### src/rtl/axi_lite_regfile_slave.sv
// axi_lite_regfile_slave: AXI4-Lite responder fronting a NUM_REGS x DATA_WIDTH register bank
//
// Ports:
//   clk_i, rst_i                     clock, asynchronous active-high reset
//   aw_* / w_* / b_*                 AXI-Lite write address, data and response channels
//   ar_* / r_*                       AXI-Lite read address and data channels
//   reg_q_o                          flat register contents, reg k at [k*DATA_WIDTH +: DATA_WIDTH]
//   wr_pulse_o                       one-cycle pulse per register written with any strobe set
//
// Build option: define AXI_LITE_REGFILE_SLVERR_EN to answer out-of-range accesses with SLVERR
// instead of silently dropping them with OKAY.
module axi_lite_regfile_slave #(
    parameter int ADDR_WIDTH = 32,
    parameter int DATA_WIDTH = 32,
    parameter int NUM_REGS   = 8
) (
    input  logic                           clk_i,
    input  logic                           rst_i,
    input  logic [ADDR_WIDTH-1:0]          aw_addr_i,
    input  logic                           aw_valid_i,
    output logic                           aw_ready_o,
    input  logic [DATA_WIDTH-1:0]          w_data_i,
    input  logic [DATA_WIDTH/8-1:0]        w_strb_i,
    input  logic                           w_valid_i,
    output logic                           w_ready_o,
    output logic [1:0]                     b_resp_o,
    output logic                           b_valid_o,
    input  logic                           b_ready_i,
    input  logic [ADDR_WIDTH-1:0]          ar_addr_i,
    input  logic                           ar_valid_i,
    output logic                           ar_ready_o,
    output logic [DATA_WIDTH-1:0]          r_data_o,
    output logic [1:0]                     r_resp_o,
    output logic                           r_valid_o,
    input  logic                           r_ready_i,
    output logic [NUM_REGS*DATA_WIDTH-1:0] reg_q_o,
    output logic [NUM_REGS-1:0]            wr_pulse_o
);
    localparam int SW  = DATA_WIDTH / 8;
    localparam int OFS = $clog2(SW);
    localparam int IW  = $clog2(NUM_REGS);
    localparam logic [1:0] OKAY = 2'b00;
`ifdef AXI_LITE_REGFILE_SLVERR_EN
    localparam logic [1:0] BAD_RESP = 2'b10;
`else
    localparam logic [1:0] BAD_RESP = 2'b00;
`endif

    logic [DATA_WIDTH-1:0] regs [NUM_REGS];
    logic                  aw_held, w_held;
    logic [ADDR_WIDTH-1:0] aw_addr_q;
    logic [DATA_WIDTH-1:0] w_data_q;
    logic [SW-1:0]         w_strb_q;

    logic                  aw_hs, w_hs, ar_hs, commit, wr_in, rd_in;
    logic [ADDR_WIDTH-1:0] wr_addr;
    logic [DATA_WIDTH-1:0] wr_data;
    logic [SW-1:0]         wr_strb;
    logic [IW-1:0]         wr_idx, rd_idx;

    assign aw_ready_o = !aw_held && !b_valid_o;
    assign w_ready_o  = !w_held && !b_valid_o;
    assign ar_ready_o = !r_valid_o;

    assign aw_hs  = aw_valid_i && aw_ready_o;
    assign w_hs   = w_valid_i && w_ready_o;
    assign ar_hs  = ar_valid_i && ar_ready_o;
    // Either half may already be parked or arriving right now; commit once both are present.
    assign commit = (aw_held || aw_hs) && (w_held || w_hs);

    assign wr_addr = aw_held ? aw_addr_q : aw_addr_i;
    assign wr_data = w_held ? w_data_q : w_data_i;
    assign wr_strb = w_held ? w_strb_q : w_strb_i;
    assign wr_in   = (wr_addr >> OFS) < ADDR_WIDTH'(NUM_REGS);
    assign wr_idx  = wr_addr[OFS +: IW];
    assign rd_in   = (ar_addr_i >> OFS) < ADDR_WIDTH'(NUM_REGS);
    assign rd_idx  = ar_addr_i[OFS +: IW];

    always_ff @(posedge clk_i or posedge rst_i) begin
        if (rst_i) begin
            aw_held    <= 1'b0;
            w_held     <= 1'b0;
            aw_addr_q  <= '0;
            w_data_q   <= '0;
            w_strb_q   <= '0;
            b_valid_o  <= 1'b0;
            b_resp_o   <= OKAY;
            wr_pulse_o <= '0;
            for (int i = 0; i < NUM_REGS; i++) regs[i] <= '0;
        end else begin
            wr_pulse_o <= (commit && wr_in && |wr_strb) ? NUM_REGS'(1) << wr_idx : '0;
            if (b_valid_o && b_ready_i) b_valid_o <= 1'b0;
            if (commit) begin
                aw_held   <= 1'b0;
                w_held    <= 1'b0;
                b_valid_o <= 1'b1;
                b_resp_o  <= wr_in ? OKAY : BAD_RESP;
                if (wr_in)
                    for (int b = 0; b < SW; b++)
                        if (wr_strb[b]) regs[wr_idx][b*8 +: 8] <= wr_data[b*8 +: 8];
            end else begin
                if (aw_hs) begin
                    aw_held   <= 1'b1;
                    aw_addr_q <= aw_addr_i;
                end
                if (w_hs) begin
                    w_held   <= 1'b1;
                    w_data_q <= w_data_i;
                    w_strb_q <= w_strb_i;
                end
            end
        end
    end

    // Reads sample the bank before this edge's write lands, so a colliding read sees the old value.
    always_ff @(posedge clk_i or posedge rst_i) begin
        if (rst_i) begin
            r_valid_o <= 1'b0;
            r_data_o  <= '0;
            r_resp_o  <= OKAY;
        end else if (ar_hs) begin
            r_valid_o <= 1'b1;
            r_data_o  <= rd_in ? regs[rd_idx] : '0;
            r_resp_o  <= rd_in ? OKAY : BAD_RESP;
        end else if (r_valid_o && r_ready_i) begin
            r_valid_o <= 1'b0;
        end
    end

    for (genvar k = 0; k < NUM_REGS; k++) begin : g_exp
        assign reg_q_o[k*DATA_WIDTH +: DATA_WIDTH] = regs[k];
    end
endmodule

### config.mk
export PLATFORM = sky130hd
export DESIGN_NAME = axi_lite_regfile_slave
export DESIGN_NICKNAME = d
export VERILOG_FILES = /design/src/rtl/axi_lite_regfile_slave.sv
export SDC_FILE = /design/constraint.sdc
export NUM_CORES = 1
export LEC_CHECK = 0
export CAP_MARGIN = 20
export CELL_PAD_IN_SITES_DETAIL_PLACEMENT = 1
export CELL_PAD_IN_SITES_GLOBAL_PLACEMENT = 2
export CORE_MARGIN = 10
export CORE_UTILIZATION = 31
export DETAILED_ROUTE_END_ITERATION = 6
export GPL_TIMING_DRIVEN = 0
export PLACE_DENSITY_LB_ADDON = 0.1
export SETUP_SLACK_MARGIN = 0.3
export SYNTH_ARGS = -nofsm -noshare
export SYNTH_HDL_FRONTEND = slang
export SYNTH_SLANG_ARGS = --single-unit
### constraint.sdc
create_clock -name clk_i -period 12 [get_ports clk_i]
set_clock_uncertainty 0.1 [all_clocks]
set_input_delay 1.2 -clock clk_i [delete_from_list [all_inputs] [get_ports clk_i]]
set_output_delay 1.2 -clock clk_i [all_outputs]
set_load 0.1 [all_outputs]
Word-level counts from Yosys, hierarchy flattened
Cells that the tools add are included.
{"block": "op_classes", "n_lt_le_gt_ge": 5, "shifts": 1, "n_bitwise": 3, "mux": 38, "reduce_logical": 25}
{"operator": "256-bit two-way mux", "n": 10}
{"operator": "256-bit bitwise mux", "n": 4}
{"operator": "32-bit demux with 3-bit select", "n": 4}
{"operator": "32-bit two-way mux", "n": 6}
{"operator": "32-bit binary-select mux with 3-bit select", "n": 1}
{"operator": "30-bit by 4-bit < comparator with 1-bit output, second input constant", "n": 2}
{"operator": "24-bit two-way mux", "n": 1}
{"operator": "16-bit two-way mux", "n": 1}
{"operator": "8-bit two-way mux", "n": 2}
{"operator": "1-bit logical AND", "n": 11}
{"operator": "4-bit >= comparator, second input constant", "n": 2}
{"operator": "1-bit two-way mux", "n": 8}
{"operator": "3-bit inverter with 4-bit output", "n": 2}
{"operator": "2-bit nonzero test", "n": 4}
{"operator": "1-bit by 3-bit << shifter with 8-bit output, first input constant", "n": 1}
{"operator": "2-bit AND reduction", "n": 3}
{"operator": "1-bit logical NOT", "n": 4}
{"operator": "4-bit by 1-bit < comparator with 1-bit output, second input constant", "n": 1}
{"operator": "4-bit two-way mux", "n": 1}
{"operator": "4-bit OR reduction", "n": 1}
{"operator": "1-bit logical OR", "n": 2}
{"operator": "1-bit inverter", "n": 1}
{"block": "totals", "reg_bits": 368, "out_inout_bits": 305, "word_cells": 89, "in_bits": 107}

Depth between registers and ports, before layout
Gate-level depths: netlist of run 1.
{"block": "depth", "ltp_word": 20, "ltp_mapped": 7, "ltp_nobuf": 5}

Worst setup path before layout of run 1
OpenSTA, ideal clock, no wires.
{"block": "synth_timing", "path_type": "register -> output", "start": "register w_held", "end": "output w_ready_o", "arrival_time_ns": 2.212, "setup_slack_ns": 8.488, "path_buffers": 3, "t_required_ns": 10.700, "stages_incl_launch_ff": 5, "cell_sequence": "dfrtp_1 clkbuf_1 buf_2 buf_1 nor2_1"}
{"block": "synth_via", "elab_chain_cells": 2}
{"item": "start, declared", "line": "50", "rtl": "logic aw_held, w_held;"}
{"item": "start signal, assigned", "line": "82", "rtl": "w_held <= 1'b0;"}
{"item": "start signal, assigned", "line": "95", "rtl": "w_held <= 1'b0;"}
{"item": "start signal, assigned", "line": "107", "rtl": "w_held <= 1'b1;"}
{"item": "1-bit logical NOT", "line": "62", "rtl": "assign w_ready_o = !w_held && !b_valid_o;"}
{"item": "1-bit logical AND", "line": "62"}
{"item": "end, declared", "line": "25", "rtl": "output logic w_ready_o,"}
No other way between the ends.

Worst setup path in the final report of run 1
Ends and elaborated chain as after synthesis.

==> metrics.txt, run 1 <==
Via Count=about 11,000; Post-CTS Setup Inserts=0; yosys warns=0; Setup Total Neg Slack=0 ns; RSZ-0062 raised after global routing=no; worst min-delay path class=register to register; TritonRoute pass-1 iters=6; global-route wire length before repair=90,700 um; syn avg cell area=15.5 um^2; CTS buffer count=43; post-route ant nets=0; Die W=between 200 and 250 um; H-tree depth=2; Port Buffers=400; ys async rst share=100%; Max Fclk=204 MHz; fraction of layout cells with a size suffix above 1=35.2%; cell count after synthesis=1,056; EDFF count, synth=0; Tot GR Track Use=19.5%; VDD IR max=0.0925 mV; pre-CTS WS=7.46 ns; Register Area=0.00916 mm^2; DIE AREA=~0.062 mm^2; Final Max Tran Viols=0; DPL Wire Length=45,300 um; Die Span Y=250 um; DRC viols=0; Initial Utilization=31.2%; multi-input logic area=0.00699 mm^2; fin crit share=40.8%; most frequent cells in the layout=clkdlybuf4s50_1, dfrtp_1, mux2_2; CP Class=register to output pin; final WL=62,100 um; min setup slack post-route=7.11 ns; Lkg Pwr=0.0101 uW; Synth cell types=38; clk_lat worst skew=0.56 ns; Layout area overhead=39.6%; Worst setup SP type=register; slew margin rel.=24.1%; Area contributors post-synth=dfrtp_1, mux2_2, mux4_2; pin count of the biggest net entering global routing=119; Util after Layout=a little over two fifths; post-cts repair resize count=0; WP data arrival=3.59 ns; register area share after synthesis=55.9%; NumNets Final=about 1,600; I/O Pins=about 410; GPL Wtd Cong=roughly 0.76; Root Buffer=clkbuf_16; largest buffer count on any clock path=3; Post-Syn Area=0.0164 mm^2; P per Cell Area=147 mW/mm^2; routed wire length per instance=27.8 um; Least-Margin Pin Slew=1.13 ns; CTS Hold Bufs=0; area of the core=between 0.05 and 0.06 mm^2; CTS tree=done; final hold vios=0; GR Overflow Total=0; Tmin final=4.89 ns; most common cell after layout, fill and taps aside=clkdlybuf4s50_1; CP max FO=10; Yosys top cell area share=55.9%; prevailing post-synth register cell=dfrtp_1; Final Setup Violations=0; Site Rows=84; Worst-path clk slew=0.06 ns; initial antenna violation count=10; DRT iter0 DRCs=between 400 and 500; #FFs+latches synth=366; Worst Setup End Kind=output pin; Worst Path Required=10.70 ns; clock sinks=366; vias in the first global route=12,400; cell taking the most area after synthesis=dfrtp_1; status=completed; Fill cells=5,223; maxcap violations=0; via/cell ratio=~5.0
[worst max-delay path: stages (launching register included)]
cell             delay (ns)
dfrtp_1                0.32
clkbuf_1               0.31
buf_2                  0.39
buf_1                  0.82
nor2_1                 0.11
clkdlybuf4s50_1        1.06
[per-layer routing]
layer,part of all wire (%),track usage (%),vias up,wire [um]
li1,-,-,4873,-
met5,0.21,0,-,130
met2,48,32.1,295,30000
met3,7.3,6.34,83,4530
met4,1.8,4.55,18,1110
met1,42,24.5,5903,26300
[sequential cells by signal, indices dropped and copies added (netlist names)]
register / count
w_strb_q: 4
r_data_o: 32
r_valid_o: 1
aw_held: 1
w_data_q: 32
b_valid_o: 1
w_held: 1
aw_addr_q: 30
reg_q_o: 256
wr_pulse_o: 8
[worst paths after layout]
| check | from | endpoint | slack (ns) | cells past startpoint |
|---|---|---|---|---|
| worst max register to register | aw_addr_q[19] | reg_q_o[227] | 8.80 | 5 |
| worst max-delay path | w_held | w_ready_o | 7.11 | 5 |
| min in group asynchronous | rst_i | aw_addr_q[17] | 0.94 | 2 |
| max in group asynchronous | rst_i | reg_q_o[171] | 9.52 | 4 |
| worst min-delay path | r_data_o[25] | r_data_o[25] | 0.38 | 2 |
| worst min register to register | r_data_o[25] | r_data_o[25] | 0.38 | 2 |
[through the flow]
| step | hold slack [ns] | instance area [um^2] | total power [uW] | instances |
|---|---|---|---|---|
| after floorplan | 0.374 | 16400 | 1840 | 1059 |
| after global placement | 0.361 | 21200 | 2050 | 2147 |
| after detailed placement | 0.374 | 21400 | 2070 | 2156 |
| after CTS | 0.387 | 22900 | 3410 | 2232 |
| after global routing | 0.412 | 22900 | 3530 | 2232 |
| final | 0.381 | 22900 | 3350 | 2233 |
[report_power, final]
part           total [uW]  switching, uW  leakage (uW)  internal (uW)
Combinational         619            371       0.00438            248
Sequential           1420           64.4       0.00497           1350
Clock                1310            524      0.000707            790
Total                3350            960        0.0101           2390
[kinds of logic after synthesis]
| group | count (synthesis) | synth area share, % |
|---|---|---|
| muxes | 454 | 35.3 |
| and+or+nand+nor | 133 | 5.32 |
| buffers and inverters | 51 | 1.43 |
| AOI/OAI and AO/OA | 51 | 1.95 |
| DFF | 366 | 55.9 |
| other | 1 | 0.0229 |
[Yosys cell counts, types with 4 or more instances]
library cell / count
a21oi_2: 4
buf_1: 17
buf_2: 4
buf_4: 4
clkbuf_1: 17
dfrtp_1: 366
inv_1: 6
mux2_2: 353
mux2i_1: 37
mux4_2: 64
nand2_1: 38
nand3_2: 24
nand3_4: 8
nor2_1: 24
nor3_1: 7
nor4_1: 15
o21ai_0: 34
[area by class of cell]
type                       instances  area share [%]
antenna                            1          0.0109
buffer                            45           0.925
clock buffer                      68            5.92
clock inverter                     8           0.285
inverter                           6           0.131
multi-input combinational        642            30.6
sequential                       366            40.1
tap                              688            3.77
timing repair buffer             409            18.3
No activity file was read; power rests on OpenSTA's default activity.
==> run 2, diff against run 1 <==
==> constraint.sdc (replaced) <==
create_clock -name clk_i -period 4.5 [get_ports clk_i]
set_clock_uncertainty 0.1 [all_clocks]
set_input_delay 0.45 -clock clk_i [delete_from_list [all_inputs] [get_ports clk_i]]
set_output_delay 0.45 -clock clk_i [all_outputs]
set_load 0.1 [all_outputs]
==> run 2 against run 1 <==
Sequential power grew to 2.7 times the previous value. Global-route usage is 0.096 points higher. Hold slack worse by 0.083 ns. Non-clock buffer count is 6 higher. First-iteration DRC count is 24% lower. Power grew to 2.7 times the previous value. Sequential share of layout area is 0.32 points lower. Worst setup slack worse by 6.1 ns. Cell count is 0.40% higher. Critical path type unchanged. Largest power group unchanged. Highest routed layer unchanged.
==> metrics.txt, run 2 (same netlist as run 1, synthesis figures left out) <==
status=completed; H-tree depth=2 (unchanged); Site Rows=84 (unchanged); Least-Margin Pin Slew=1.15 ns (+0.0117 ns); Root Buffer=clkbuf_16; WP buf/inv=3 (-1); Lkg Pwr=0.0101 uW (+0.78%); GR Overflow Total=0 (unchanged); clock sinks=366 (unchanged); Worst Setup End Kind=output pin; Die Span Y=250 um (unchanged); fin crit share=77.4%; DRC viols=0 (unchanged); Tmin final=3.48 ns; Worst-path clk slew=0.06 ns (about the same); GPL Wtd Cong=0.762 (+0.79%); Tot GR Track Use=19.6% (+0.096 points); CTS buffer count=45 (+4.7%); Cell Count, Final, Fillers Out=2,242 (+0.40%); Worst setup SP type=register; Util after Layout=43.9% (+0.35 points); clk_lat worst skew=0.58 ns (+0.02 ns); Via Count=11,200 (-0.036%); area of the core=0.0524 mm^2 (unchanged); initial antenna violation count=11 (+1); NumNets Final=1,628 (+0.49%); global-route wire length before repair=91,100 um (+0.39%); Max Fclk=287 MHz; vias in the first global route=12,600 (+1.6%); Fill cells=5,262 (+0.75%); DIE AREA=0.0624 mm^2 (unchanged); CP delay by family, top=buffers and inverters; CP peak stage delay=1.06 ns (about the same); Register Area=0.00916 mm^2 (unchanged); RSZ-0062 raised after global routing=no; DPL Wire Length=46,200 um (+1.9%); via/cell ratio=4.98 (-0.44%); post-route ant nets=0 (unchanged); CP max FO=19 (+9); fraction of layout cells with a size suffix above 1=35.6% (+0.36 points); routed wire length per instance=27.7 um (-0.44%); worst min-delay path class=input port to asynchronous set/reset pin; VDD IR max=0.238 mV (+160%); largest buffer count on any clock path=3 (unchanged); DRT iter0 DRCs=358 (-24%); CTS tree=done; slowest cell on the critical path=clkdlybuf4s50_1; CP cell instances=clkbuf_1, buf_2, nor2_1, clkdlybuf4s50_1; Placed Instances=2,163 (+0.32%); CP Class=register to output pin; most common cell after layout, fill and taps aside=clkdlybuf4s50_1; final WL=62,100 um (about the same); WP data arrival=2.93 ns (-0.66 ns); Port Buffers=400 (unchanged); pin count of the biggest net entering global routing=42 (-65%); post-cts repair resize count=0 (unchanged); Layout area overhead=40.8%; most frequent cells in the layout=clkdlybuf4s50_1, dfrtp_1, mux2_2; Min Hold Slack=0.298 ns (-0.0825 ns); P per Cell Area=394 mW/mm^2 (+170%); max reg flops=256 (unchanged); maxcap violations=0 (unchanged); Final Setup Violations=0 (unchanged); multi-input logic area=0.00699 mm^2 (unchanged); I/O Pins=412 (unchanged); Worst Path Required=3.95 ns (-6.75 ns); Setup Total Neg Slack=0 ns (unchanged); slew margin rel.=23.6% (-0.54 points); CTS Hold Bufs=0 (unchanged); Die W=250 um (unchanged); Initial Utilization=31.2% (unchanged); TritonRoute pass-1 iters=4 (-2); final hold vios=0 (unchanged); Post-CTS Setup Inserts=0 (unchanged); Final Max Tran Viols=0 (unchanged)
==> run 2: cell types whose count changed in the layout (fill, tap and decap cells not counted), sizes merged <==
| cell | before | now |
|---|---|---|
| buf | 37 | 43 |
| clkbuf | 85 | 90 |
| clkinv | 7 | 2 |
| diode | 1 | 3 |
| clkinvlp | 0 | 1 |
==> run 2: layout make-up <==
cell class / instances / area share, %
antenna: 3 / 0.0326
tap: 688 / 3.74
clock inverter: 4 / 0.212
buffer: 44 / 0.901
clock buffer: 73 / 6.26
inverter: 6 / 0.114
timing repair buffer: 416 / 18.7
multi-input combinational: 642 / 30.3
sequential: 366 / 39.7
==> run 2: where the power goes <==
part           internal [uW]  switching (uW)
clock network           2230            1430
logic                    668             976
registers               3610             173
total                   6510            2580
==> run 2: path summary, 6_finish.rpt <==
| path | from | to | slack (ns) | depth (start not counted) |
|---|---|---|---|---|
| max in group asynchronous | rst_i | reg_q_o[238] | 2.77 | 5 |
| max reg2reg | w_held | w_data_q[17] | 1.11 | 7 |
| min | rst_i | aw_addr_q[10] | 0.30 | 2 |
| min reg2reg | r_data_o[20] | r_data_o[20] | 0.38 | 2 |
| min in group clk_i | ar_addr_i[4] | r_data_o[29] | 0.31 | 3 |
| max | w_held | w_ready_o | 1.02 | 4 |
==> run 2: metal layers <==
metal  GRT usage, %  share of wire (%)
met1           23.8                 41
met2           32.9                 49
met5              0               0.18
met4           4.14                1.7
met3           7.01                7.6
==> run 2: worst reg2reg max path: stages (launching register included) <==
cell and delay (ns):
dfrtp_1 0.32, clkbuf_1 0.30, buf_2 0.57, nor3_1 0.15, nand3b_1 0.11, clkbuf_1 0.65, buf_1 0.65, mux2_2 0.42
==> run 2: metrics by stage <==
stage / cell area, um^2 / setup WS (ns) / total power [uW]
2_1_floorplan: 16400 / -0.960 / 4920
3_3_place_gp: 21300 / -3.92 / 5460
3_5_place_dp: 21600 / 0.671 / 5530
4_1_cts: 23000 / 0.888 / 9240
5_1_grt: 23000 / 0.808 / 9530
6_report: 23000 / 1.02 / 9090
==> run 3, diff against run 2 <==
==> constraint.sdc (replaced) <==
create_clock -name clk_i -period 3.05 [get_ports clk_i]
set_clock_uncertainty 0.1 [all_clocks]
set_input_delay 0.305 -clock clk_i [delete_from_list [all_inputs] [get_ports clk_i]]
set_output_delay 0.305 -clock clk_i [all_outputs]
set_load 0.1 [all_outputs]
==> run 3 against run 2 <==
Die area unchanged. Clock power up 36%. Non-clock buffer count up 20. Clock-buffer cell count down 6. Largest cell class unchanged. Worst setup slack worse by 0.61 ns. First-iteration DRC count up 2.5%. Routed wire length up 0.83%. Sequential share of layout area down 0.72 points. Combinational power up 55%. Global-route usage about the same.
==> metrics.txt, run 3 (same netlist as run 1, synthesis figures left out) <==
clock sinks=366 (unchanged); NumNets Final=1,647 (+1.2%); maxcap violations=0 (unchanged); DRC viols=0 (unchanged); Final Max Tran Viols=0 (unchanged); max reg flops=256 (unchanged); Root Buffer=clkbuf_16; WP buf/inv=2 (-1); placed instance area=0.0216 mm^2 (about the same); fin crit share=approximately 87%; Fill cells=5,263 (+0.019%); TritonRoute pass-1 iters=4 (unchanged); pre-CTS WS=-0.634 ns (-1.31 ns); GR Overflow Total=0 (unchanged); Worst Setup End Kind=register; Port Buffers=400 (unchanged); GPL Wtd Cong=0.737 (-3.4%); area of the core=0.0524 mm^2 (unchanged); share of power burned in registers=42.7% (+1.1 points); Worst setup SP type=register; pin count of the biggest net entering global routing=41 (-2.4%); Placed Instances=2,164 (+0.046%); DPL Wire Length=46,100 um (-0.31%); Worst-path clk slew=0.05 ns (about the same); Worst Path Required=3.40 ns (-0.55 ns); most frequent cells in the layout=clkdlybuf4s50_1, dfrtp_1, mux2_2; Tmin final=~2.6 ns; DIE AREA=0.0624 mm^2 (unchanged); Via Count=11,400 (+1.7%); via/cell ratio=5.03 (+0.95%); clock share of power=37.9% (-2.4 points); VDD IR max=0.446 mV (+87%); min setup slack post-route=0.407 ns (-0.612 ns); Final Setup Violations=0 (unchanged); Least-Margin Pin Slew=1.11 ns (-0.0349 ns); initial antenna violation count=7 (-4); CP cell instances=nor4_2, nand4_1, a2111oi_4, buf_12, buf_8, nand3_4, mux2_2; P per Cell Area=559 mW/mm^2 (+42%); Internal=9270 uW (+43%); post-route ant nets=0 (unchanged); Die Span Y=250 um (unchanged); final WL=62,600 um (+0.83%); Net Switching=3840 uW (+49%); Layout area overhead=43.4%; fraction of layout cells with a size suffix above 1=37.7% (+2.1 points); fin area=0.0235 mm^2 (+1.9%); DRT iter0 DRCs=367 (+2.5%); routed wire length per instance=27.7 um (+0.12%); Site Rows=84 (unchanged); CTS buffer count=44 (-2.2%); Initial Utilization=31.2% (unchanged); power share of the combinational group=19.4% (+1.3 points); CTS tree=done; CP Class=register to register; Max Fclk=about 380 MHz; WP data arrival=2.99 ns (+0.06 ns); Tot GR Track Use=19.6% (+0.023 points); Cell Count, Final, Fillers Out=2,258 (+0.71%); slew margin rel.=25.7% (+2.1 points); CP peak stage delay=0.46 ns (-0.60 ns); status=completed; H-tree depth=2 (unchanged); I/O Pins=412 (unchanged); Sw Ratio=29.3% (+0.88 points); total power=13,100 uW (+44%); clk_lat worst skew=0.56 ns (-0.02 ns); final hold vios=0 (unchanged); CP max FO=10 (-9); Die W=250 um (unchanged); RSZ-0062 raised after global routing=no; CP delay by family, top=simple AND/OR/NAND/NOR gates; most common cell after layout, fill and taps aside=clkdlybuf4s50_1; vias in the first global route=12,600 (-0.16%); largest buffer count on any clock path=3 (unchanged); slowest cell on the critical path=a2111oi_4; Lkg Pwr=0.0102 uW (+0.73%); global-route wire length before repair=91,100 um (about the same); worst min-delay path class=input port to asynchronous set/reset pin
==> run 3: routing by layer <==
| metal | share of wire, % | wire length (um) | global-route usage [%] |
|---|---|---|---|
| met1 | 42 | 26300 | 24.0 |
| met4 | 1.3 | 808 | 3.27 |
| met5 | 0.073 | 46 | 0 |
| met2 | 50 | 31100 | 33.5 |
| met3 | 6.9 | 4290 | 6.47 |
==> run 3: stage by stage <==
stage / TNS (ns) / util, % / hold WS, ns
6_report: 0 / 44.8 / 0.0453
2_1_floorplan: -829.07 / - / 0.301
3_5_place_dp: -106.32 / 41.1 / 0.372
4_1_cts: 0 / 44.5 / 0.0275
3_3_place_gp: -2008.15 / 40.5 / 0.364
5_1_grt: 0 / 44.8 / 0.0617
==> run 3: cell type report <==
cell class	instances	area, um^2	share of cell area, %
Buffer	45	240	1.02
Antenna cell	3	7.51	0.0320
Multi-Input combinational cell	642	7320	31.2
Clock buffer	67	1310	5.58
Timing Repair Buffer	435	4520	19.2
Clock inverter	6	35.0	0.149
Sequential cell	366	9160	39.0
Inverter	6	30.0	0.128
Tap cell	688	861	3.67
==> run 3: power by group through the flow <==
stage,clock (uW),sequential [uW],combinational (uW)
after global placement,0,5650,2400
after detailed placement,0,5660,2490
after global routing,5340,5650,2760
final,4970,5600,2540
after floorplan,0,5650,1600
after CTS,5140,5590,2560
==> run 3: path summary, 6_finish.rpt <==
kind                                 endpoint  slack [ns]  cells past startpoint           from
max in group asynchronous        reg_q_o[203]        1.56                      6          rst_i
worst max register to register    reg_q_o[65]        0.41                      7  aw_addr_q[10]
worst min-delay path            aw_addr_q[10]        0.05                      2          rst_i
min in group clk_i               r_data_o[30]        0.17                      3   ar_addr_i[4]
worst min register to register   r_data_o[21]        0.37                      2   r_data_o[21]
worst max-delay path              reg_q_o[65]        0.41                      7  aw_addr_q[10]
==> run 3: repair_timing <==
action | in CTS | in global routing
buffers inserted | 13 | 4
endpoints found under the setup margin | 288 | 257
pin swaps | 5 | 10
hold buffers | 0 | 0
gates resized for setup | 54 | 24
